File: config.mk
export PLATFORM = sky130hd
export DESIGN_NAME = spi_host_seq_flat
export DESIGN_NICKNAME = d
export VERILOG_FILES = /design/src/rtl/spi_host_seq_if.sv /design/src/rtl/spi_host_seq.sv /design/src/flat_wrapper.sv
export SDC_FILE = /design/constraint.sdc
export NUM_CORES = 1
export LEC_CHECK = 0
export ABC_CLOCK_PERIOD_IN_PS = 4830
export CELL_PAD_IN_SITES_DETAIL_PLACEMENT = 2
export CELL_PAD_IN_SITES_GLOBAL_PLACEMENT = 2
export CORE_ASPECT_RATIO = 1.4
export CORE_MARGIN = 2
export CORE_UTILIZATION = 34
export DETAILED_ROUTE_END_ITERATION = 7
export MAX_ROUTING_LAYER = met4
export PLACE_DENSITY = 0.93
export SYNTH_ARGS = -nofsm -noshare
export SYNTH_HDL_FRONTEND = slang
export SYNTH_SLANG_ARGS = --single-unit
File: constraint.sdc
create_clock -name clk_i -period 4.83 [get_ports clk_i]
set_input_delay 0.966 -clock clk_i [delete_from_list [all_inputs] [get_ports clk_i]]
set_output_delay 0.966 -clock clk_i [all_outputs]
set_load 0.1 [all_outputs]
File: src/rtl/spi_host_seq_if.sv
// Bundle of command/response stream and SPI pins for spi_host_seq.
// master is the host sequencer's view; slave is the side that feeds commands and models devices.
interface spi_host_seq_if #(
  parameter int NDevices = 1
);
  logic                cmd_valid_i;
  logic                cmd_ready_o;
  logic [2:0]          cmd_dev_i;
  logic [7:0]          cmd_data_i;
  logic                cmd_last_i;
  logic                rsp_valid_o;
  logic [7:0]          rsp_data_o;
  logic                busy_o;
  logic                sck_o;
  logic [NDevices-1:0] cs_o;
  logic                copi_o;
  logic                cipo_i;

  modport master (
    input  cmd_valid_i, cmd_dev_i, cmd_data_i, cmd_last_i, cipo_i,
    output cmd_ready_o, rsp_valid_o, rsp_data_o, busy_o, sck_o, cs_o, copi_o
  );

  modport slave (
    output cmd_valid_i, cmd_dev_i, cmd_data_i, cmd_last_i, cipo_i,
    input  cmd_ready_o, rsp_valid_o, rsp_data_o, busy_o, sck_o, cs_o, copi_o
  );
endinterface

File: src/rtl/spi_host_seq.sv
// Byte-oriented mode-0 SPI host: CS framing, SCK generation, bursts with CS held, CS gap.
// Optional SPI_HOST_SEQ_LOOPBACK_EN adds loopback_i, which samples copi_o instead of cipo_i.
module spi_host_seq #(
  parameter int NDevices = 1,
  parameter int ClkDiv   = 2,
  parameter int CsGap    = 2
) (
  input logic clk_i,
  input logic rst_i,
`ifdef SPI_HOST_SEQ_LOOPBACK_EN
  input logic loopback_i,
`endif
  spi_host_seq_if.master bus
);

  localparam int HalfW = $clog2(ClkDiv + 1);
  localparam int GapW  = $clog2(CsGap + 1);
  localparam logic [HalfW-1:0] HalfLoad = HalfW'(ClkDiv - 1);
  localparam logic [GapW-1:0]  GapLoad  = GapW'(CsGap - 1);

  typedef enum logic [2:0] {IDLE, SETUP, HIGH, LOW, NEXT, GAP} stateT;

  stateT               r_state;
  stateT               w_stateNext;
  logic [HalfW-1:0]    r_halfCnt;
  logic [GapW-1:0]     r_gapCnt;
  logic [2:0]          r_bitCnt;
  logic [2:0]          r_dev;
  logic                r_last;
  logic [7:0]          r_txShift;
  logic [7:0]          r_rxShift;
  logic [7:0]          r_rspData;
  logic                r_rspValid;
  logic                w_accept;
  logic                w_byteDone;
  logic                w_ready;
  logic                w_halfDone;
  logic                w_gapDone;
  logic                w_sample;
  logic [NDevices-1:0] w_cs;

  assign w_halfDone = (r_halfCnt == '0);
  assign w_gapDone  = (r_gapCnt == '0);

`ifdef SPI_HOST_SEQ_LOOPBACK_EN
  assign w_sample = loopback_i ? r_txShift[7] : bus.cipo_i;
`else
  assign w_sample = bus.cipo_i;
`endif

  always_ff @(posedge clk_i) begin
    if (rst_i) r_state <= IDLE;
    else       r_state <= w_stateNext;
  end

  always_comb begin
    w_stateNext = r_state;
    w_accept    = 1'b0;
    w_byteDone  = 1'b0;
    w_ready     = 1'b0;
    w_cs        = '1;
    case (r_state)
      IDLE: begin
        w_ready = 1'b1;
        if (bus.cmd_valid_i) begin
          w_accept    = 1'b1;
          w_stateNext = SETUP;
        end
      end
      SETUP: if (w_halfDone) w_stateNext = HIGH;
      HIGH:  if (w_halfDone) w_stateNext = LOW;
      LOW: begin
        if (w_halfDone) begin
          if (r_bitCnt == 3'd0) begin
            w_byteDone  = 1'b1;
            w_stateNext = r_last ? GAP : NEXT;
          end else begin
            w_stateNext = HIGH;
          end
        end
      end
      NEXT: begin
        w_ready = 1'b1;
        if (bus.cmd_valid_i) begin
          w_accept    = 1'b1;
          w_stateNext = SETUP;
        end
      end
      GAP:     if (w_gapDone) w_stateNext = IDLE;
      default: w_stateNext = IDLE;
    endcase
    // An out-of-range device index matches no select line, so the byte is clocked with CS idle.
    if (r_state inside {SETUP, HIGH, LOW, NEXT}) begin
      for (int i = 0; i < NDevices; i++) begin
        if (r_dev == 3'(i)) w_cs[i] = 1'b0;
      end
    end
  end

  always_ff @(posedge clk_i) begin
    if (rst_i) begin
      r_halfCnt  <= '0;
      r_gapCnt   <= '0;
      r_bitCnt   <= 3'd0;
      r_dev      <= 3'd0;
      r_last     <= 1'b0;
      r_txShift  <= 8'h00;
      r_rxShift  <= 8'h00;
      r_rspData  <= 8'h00;
      r_rspValid <= 1'b0;
    end else begin
      r_rspValid <= w_byteDone;
      if (w_byteDone) r_rspData <= r_rxShift;

      if (w_stateNext != r_state) r_halfCnt <= HalfLoad;
      else if (!w_halfDone)       r_halfCnt <= r_halfCnt - HalfW'(1);

      if (w_stateNext == GAP && r_state != GAP)    r_gapCnt <= GapLoad;
      else if (r_state == GAP && !w_gapDone)       r_gapCnt <= r_gapCnt - GapW'(1);

      if (w_accept) begin
        r_txShift <= bus.cmd_data_i;
        r_last    <= bus.cmd_last_i;
        r_bitCnt  <= 3'd7;
        if (r_state == IDLE) r_dev <= bus.cmd_dev_i;
      end

      // Sample on the edge that raises SCK; launch the next bit on the edge that lowers it.
      if (r_state != HIGH && w_stateNext == HIGH) r_rxShift <= {r_rxShift[6:0], w_sample};
      if (r_state == HIGH && w_stateNext == LOW)  r_txShift <= {r_txShift[6:0], 1'b0};
      if (r_state == LOW && w_stateNext == HIGH)  r_bitCnt  <= r_bitCnt - 3'd1;
    end
  end

  assign bus.cmd_ready_o = w_ready & ~rst_i;
  assign bus.rsp_valid_o = r_rspValid;
  assign bus.rsp_data_o  = r_rspData;
  assign bus.busy_o      = (r_state != IDLE);
  assign bus.sck_o       = (r_state == HIGH);
  assign bus.cs_o        = w_cs;
  assign bus.copi_o      = r_txShift[7];

endmodule

File: src/flat_wrapper.sv
// flat-port wrapper written by rule: the top's interface ports become plain ports
module spi_host_seq_flat 
#(
  parameter int NDevices = 1,
  parameter int ClkDiv   = 2,
  parameter int CsGap    = 2
)
  (clk_i, rst_i, bus_cmd_valid_i, bus_cmd_dev_i, bus_cmd_data_i, bus_cmd_last_i, bus_cipo_i, bus_cmd_ready_o, bus_rsp_valid_o, bus_rsp_data_o, bus_busy_o, bus_sck_o, bus_cs_o, bus_copi_o);
  spi_host_seq_if #(.NDevices(NDevices)) bus_i ();
  input logic clk_i;
  input logic rst_i;
  input wire logic [$bits(bus_i.cmd_valid_i)-1:0] bus_cmd_valid_i;
  input wire logic [$bits(bus_i.cmd_dev_i)-1:0] bus_cmd_dev_i;
  input wire logic [$bits(bus_i.cmd_data_i)-1:0] bus_cmd_data_i;
  input wire logic [$bits(bus_i.cmd_last_i)-1:0] bus_cmd_last_i;
  input wire logic [$bits(bus_i.cipo_i)-1:0] bus_cipo_i;
  output wire logic [$bits(bus_i.cmd_ready_o)-1:0] bus_cmd_ready_o;
  output wire logic [$bits(bus_i.rsp_valid_o)-1:0] bus_rsp_valid_o;
  output wire logic [$bits(bus_i.rsp_data_o)-1:0] bus_rsp_data_o;
  output wire logic [$bits(bus_i.busy_o)-1:0] bus_busy_o;
  output wire logic [$bits(bus_i.sck_o)-1:0] bus_sck_o;
  output wire logic [$bits(bus_i.cs_o)-1:0] bus_cs_o;
  output wire logic [$bits(bus_i.copi_o)-1:0] bus_copi_o;
  assign bus_i.cmd_valid_i = bus_cmd_valid_i;
  assign bus_i.cmd_dev_i = bus_cmd_dev_i;
  assign bus_i.cmd_data_i = bus_cmd_data_i;
  assign bus_i.cmd_last_i = bus_cmd_last_i;
  assign bus_i.cipo_i = bus_cipo_i;
  assign bus_cmd_ready_o = bus_i.cmd_ready_o;
  assign bus_rsp_valid_o = bus_i.rsp_valid_o;
  assign bus_rsp_data_o = bus_i.rsp_data_o;
  assign bus_busy_o = bus_i.busy_o;
  assign bus_sck_o = bus_i.sck_o;
  assign bus_cs_o = bus_i.cs_o;
  assign bus_copi_o = bus_i.copi_o;
  spi_host_seq #(.NDevices(NDevices), .ClkDiv(ClkDiv), .CsGap(CsGap)) u_core (.clk_i(clk_i), .rst_i(rst_i), .bus(bus_i));
endmodule
---- Word-level counts from Yosys, hierarchy flattened ----
Index checks and enable logic that the tools add are counted.
word-level totals
  bits of input ports ..................... 16
  output and inout port bits .............. 14
  bits in registers ....................... 39
  logic and storage cells ................. 75
operators by class
  $add $sub $neg .......................... 3
  mux-type cells .......................... 24
  equality and inequality tests ........... 12
  bitwise operators ....................... 2
  reductions and logical operators ........ 21
operator list
  cell                   number
  $mux W3                8
  $mux W8                2
  $pmux W3 S5            1
  $mux W1                13
  $eq A3 B2 Y1 const B   4
  $eq A3 B3 Y1 const B   3
  $logic_not A3 Y1       3
  $reduce_or A2 Y1       4
  $reduce_bool A2 Y1     3
  $logic_and A1 B1 Y1    5
  $logic_not A2 Y1       2
  $reduce_bool A4 Y1     1
  $sub A2 B1 Y2 const B  2
  $eq A3 B1 Y1 const B   1
  $ne A3 B2 Y1 const B   1
  $ne A3 B3 Y1           1
  $ne A3 B3 Y1 const B   1
  $reduce_bool A3 Y1     1
  $sub A3 B1 Y3 const B  1
  $ne A2 B2 Y1 const B   1
  $reduce_and A2 Y1      1
  $and A1 B1 Y1          1
  $logic_not A1 Y1       1
  $not A1 Y1             1

---- Depth between registers and ports, before layout ----
  word-level depth ........................ 7
  mapped depth ............................ 7
  mapped depth without buffers ............ 6

---- Worst setup path after synthesis ----
No wires, ideal clock.
  kind .................................... in2out
  start point ............................. input port rst_i
  end point ............................... output port bus_cmd_ready_o
  slack ................................... 676 ps
  cell stages on the path ................. 2
  required time ........................... 3,864 ps
  arrival ................................. 3,188 ps
  cells stage by stage .................... clkbuf_1 nor3_1
between the ends
  longest elaborated chain between the ends .. 2
ends and longest elaborated chain
  item             line                 text
  start, declared  flat_wrapper.sv:11   input logic rst_i;
  $not A1 Y1       spi_host_seq.sv:135  assign bus.cmd_ready_o = w_ready & ~rst_i;
  $and A1 B1 Y1    spi_host_seq.sv:135
  end, declared    flat_wrapper.sv:17   output wire logic [$bits(bus_i.cmd_ready_o)-1:0] bus_cmd_ready_o;
No other way between the ends.

---- Worst setup path in the final report ----
  start point ............................. register u_core.r_state[1]
  end point ............................... output port bus_sck_o
between the ends
  longest elaborated chain between the ends .. 1
ends and longest elaborated chain
  item                    line                 text
  start, declared         spi_host_seq.sv:23   stateT r_state;
  start signal, assigned  spi_host_seq.sv:53   else r_state <= w_stateNext;
  $eq A3 B2 Y1            spi_host_seq.sv:139  assign bus.sck_o = (r_state == HIGH);
  end, declared           flat_wrapper.sv:21   output wire logic [$bits(bus_i.sck_o)-1:0] bus_sck_o;
No other way between the ends.

==> summary.md <==
| Metric | Value |
|---|---|
| Critical Path RT | `3.86 ns` |
| Worst r2r path cells | `4` |
| Hpwl dp | `3075 um` |
| Clock Path Buffers | `2` |
| Mapped Area | `0.001747 mm^2` |
| Worst skew pair latency | `0.29 ns` |
| VDD IR-drop max | `0.0001554 V` |
| RSZ-0062 raised after global routing | `false` |
| Total GRT Usage | `0.1905` |
| Number of DRC markers in iteration 0 | `34` |
| Num ports | `30` |
| Critical path class | `register to output port` |
| Worst min-delay path startpoint | `u_core.r_bitCnt[0]` |
| Area of the multi-input gates | `883.3 um^2` |
| Hold violation count in the final report | `0` |
| RR Startpoint | `u_core.r_state[0]` |
| Post-synthesis sequential area ratio | `0.4470` |
| Final Non-Filler Cells | `279` |
| Worst R2R End | `u_core.r_txShift[4]` |
| Core Area | `0.004917 mm^2` |
| Ys async rst share | `0` |
| Vias in the first global route | `1531` |
| R2r setup slk | `2.56 ns` |
| Final Cycle Share | `0.7659` |
| DRC viols | `0` |
| Critical path buffers and inverters | `1` |
| Initial antenna violation count | `0` |
| Mean Syn Cell Area | `9.291 um^2` |
| Cells after Synth | `188` |
| Sum Neg Setup Slack | `0 ns` |
| CP max stage delay | `1.21 ns` |
| Leakage | `0.8020 nW` |
| Top delay family on crit path | `buffers and inverters` |
| Compound-Gate Fraction of Synth Area | `0.1282` |
| Post CTS Setup Buffer Count | `0` |
| Net count, final | `234` |
| Area grow syn2layout | `26.07%` |
| Slew Limit Fails | `0` |
| Post-CTS Resized | `0` |
| Largest net degree at the start of global routing | `40` |
| Dpl cells | `271` |
| Crit end category | `output port` |
| Die footprint | `0.005735 mm^2` |
| Final min period | `3.699 ns` |
| Hold_buf cts | `0` |
| Status | `completed` |
| Worst path cell trace | `nor3b_1, clkdlybuf4s50_1` |
| Slew margin rel. | `0.1835` |
| Synthesis Warnings | `0` |
| FP Rows | `30` |
| Largest family of logic cells by synthesized area | `simple AND/OR/NAND/NOR gates` |
| Wire length per cell | `16.53 um` |
| TritonCTS Buffers | `5` |
| Startpoint Class | `register` |
| Final RePlAce weighted congestion | `0.7170` |
| Antenna viol nets, final | `0` |
| Worst Hold Path Cells | `1` |
| Top area cells in the synthesized netlist | `dfxtp_1, mux2i_1, nor2_1, a211oi_1, a21oi_1` |
| Drt via density | `5.079` |
| Synth Area in Simple Gates | `0.1777` |
| Mapped Nets | `208` |
| Finished Core Util | `0.4478` |
| Fillcell total | `521` |
| Ant diodes | `0` |
| CTS tree | `done` |
| Root Buffer | `clkbuf_8` |
| Vias | `1417` |
| Die Width | `64.58 um` |
| Seq cells post-synth | `39` |
| H-tree Lvls | `2` |
| Yosys top cell by area | `dfxtp_1` |
| Yosys top cell area share | `0.4470` |
| Top cells by count, synth | `dfxtp_1, nor2_1, mux2i_1, a21oi_1, a211oi_1` |
| First-pass GRT wire length | `7872 um` |
| Initial Utilization | `0.3552` |
| Die height | `88.81 um` |
| Final Setup Violations | `0` |
| Worst hold slack | `0.4921 ns` |
| Pwr per Cell Area | `434.0 mW/mm^2` |
| F_max | `0.2703 GHz` |
| CP Max Fanout | `22` |
| Post-synthesis mux area share | `0.1662` |
| Post-synthesis xor/xnor area fraction | `0.005014` |
| Clk sinks | `39` |
| Worst min path class | `register to register` |
| Worst Skew | `0.007674 ns` |
| Final wirelength | `4612 um` |
| Measured slew at the worst slew-check pin | `1.220 ns` |
| Worst path depth | `2` |
| Global route overflow | `0` |
| Total power | `0.9557 mW` |
| Max-cap violation count | `0` |
| Reg area | `780.7 um^2` |
| Number of buffers added on ports | `29` |
| Worst-path clk slew | `0.08 ns` |
| Synth unique cells | `32` |
| Layout cells sized above 1 | `0.06047` |
| Initial DRT Pass Iterations | `4` |
| Post-synthesis adder-cell area fraction | `0.02865` |
| CP max stage cell | `clkdlybuf4s50_1` |
| Most common cell in the netlist | `dfxtp_1` |
| CP arrival | `2.73 ns` |
| Most used DFF post-synth | `dfxtp_1` |
| Post-synth EDFFs | `0` |
| Worst Hold End | `u_core.r_bitCnt[0]` |
-- cell families after synthesis --
| kind of cell | after synthesis |
|---|---|
| and+or+nand+nor | 63 |
| DFF | 39 |
| AOI/OAI and AO/OA | 33 |
| xor gates and xnor gates | 1 |
| buffers and inverters | 19 |
| adders and majority gates | 4 |
| muxes | 29 |
-- flip-flops by register name, indices dropped and copies added (netlist names) --
| signal | flops |
|---|---|
| u_core.bus.rsp_data_o | 8 |
| u_core.bus.rsp_valid_o | 1 |
| u_core.r_bitCnt | 3 |
| u_core.r_dev | 3 |
| u_core.r_gapCnt | 2 |
| u_core.r_halfCnt | 2 |
| u_core.r_last | 1 |
| u_core.r_rxShift | 8 |
| u_core.r_state | 3 |
| u_core.r_txShift | 8 |
-- routing by layer --
| metal | GRT usage | routed length, um | vias to the layer above |
|---|---|---|---|
| met5 | - | 0 | - |
| met2 | 0.3305 | 2491 | 21 |
| li1 | - | - | 707 |
| met3 | 0.03817 | 133 | 4 |
| met4 | 0.07544 | 82 | 0 |
| met1 | 0.2151 | 1904 | 685 |
-- worst max-delay path by stage --
stage | startpoint | endpoint | slack (ns)
finish | u_core.r_state[1] | bus_sck_o | 1.13
floorplan | rst_i | bus_cmd_ready_o | 0.68
global placement | u_core.r_state[1] | bus_sck_o | 1.53
detailed placement | u_core.r_state[1] | bus_sck_o | 1.48
global route | u_core.r_state[1] | bus_sck_o | 0.95
CTS | u_core.r_state[1] | bus_sck_o | 1.09
-- per-stage QoR --
stage	cell area, um^2	setup WS, ns
global placement	2069	1.527
detailed placement	2069	1.480
finish	2202	1.131
floorplan	1747	0.6760
global route	2202	0.9531
CTS	2202	1.086
-- where the power goes --
group | total [mW] | internal [mW] | switching [mW] | leakage (nW)
registers | 0.377 | 0.348 | 0.0288 | 0.318
clock network | 0.322 | 0.207 | 0.116 | 0.0654
logic | 0.257 | 0.0912 | 0.166 | 0.419
-- cells in the final DEF (no fill, tap or decap), types with 3 or more instances in the layout --
| cell type | count |
|---|---|
| inv_1 | 8 |
| nor2_1 | 36 |
| nand3_1 | 3 |
| dfxtp_1 | 39 |
| nor3_1 | 7 |
| mux2i_1 | 29 |
| ha_1 | 4 |
| clkbuf_8 | 5 |
| o21ai_0 | 3 |
| a211oi_1 | 11 |
| a21oi_1 | 12 |
| clkdlybuf4s50_1 | 28 |
| nand2_1 | 4 |
-- final cells by class --
cell class / count / area share
clock buffer: 6 / 0.03295
tap: 64 / 0.03636
multi-input combinational: 130 / 0.4011
timing repair buffer: 30 / 0.1341
clock inverter: 2 / 0.02727
inverter: 8 / 0.01364
sequential: 39 / 0.3545
-- worst register-to-register path: stages, from the launching register on --
cell and delay [ns]:
dfxtp_1 0.46, nand2b_4 0.24, nor2_1 0.92, mux2i_1 0.22
a211oi_1 0.33
(Power assumes the default switching activity.)
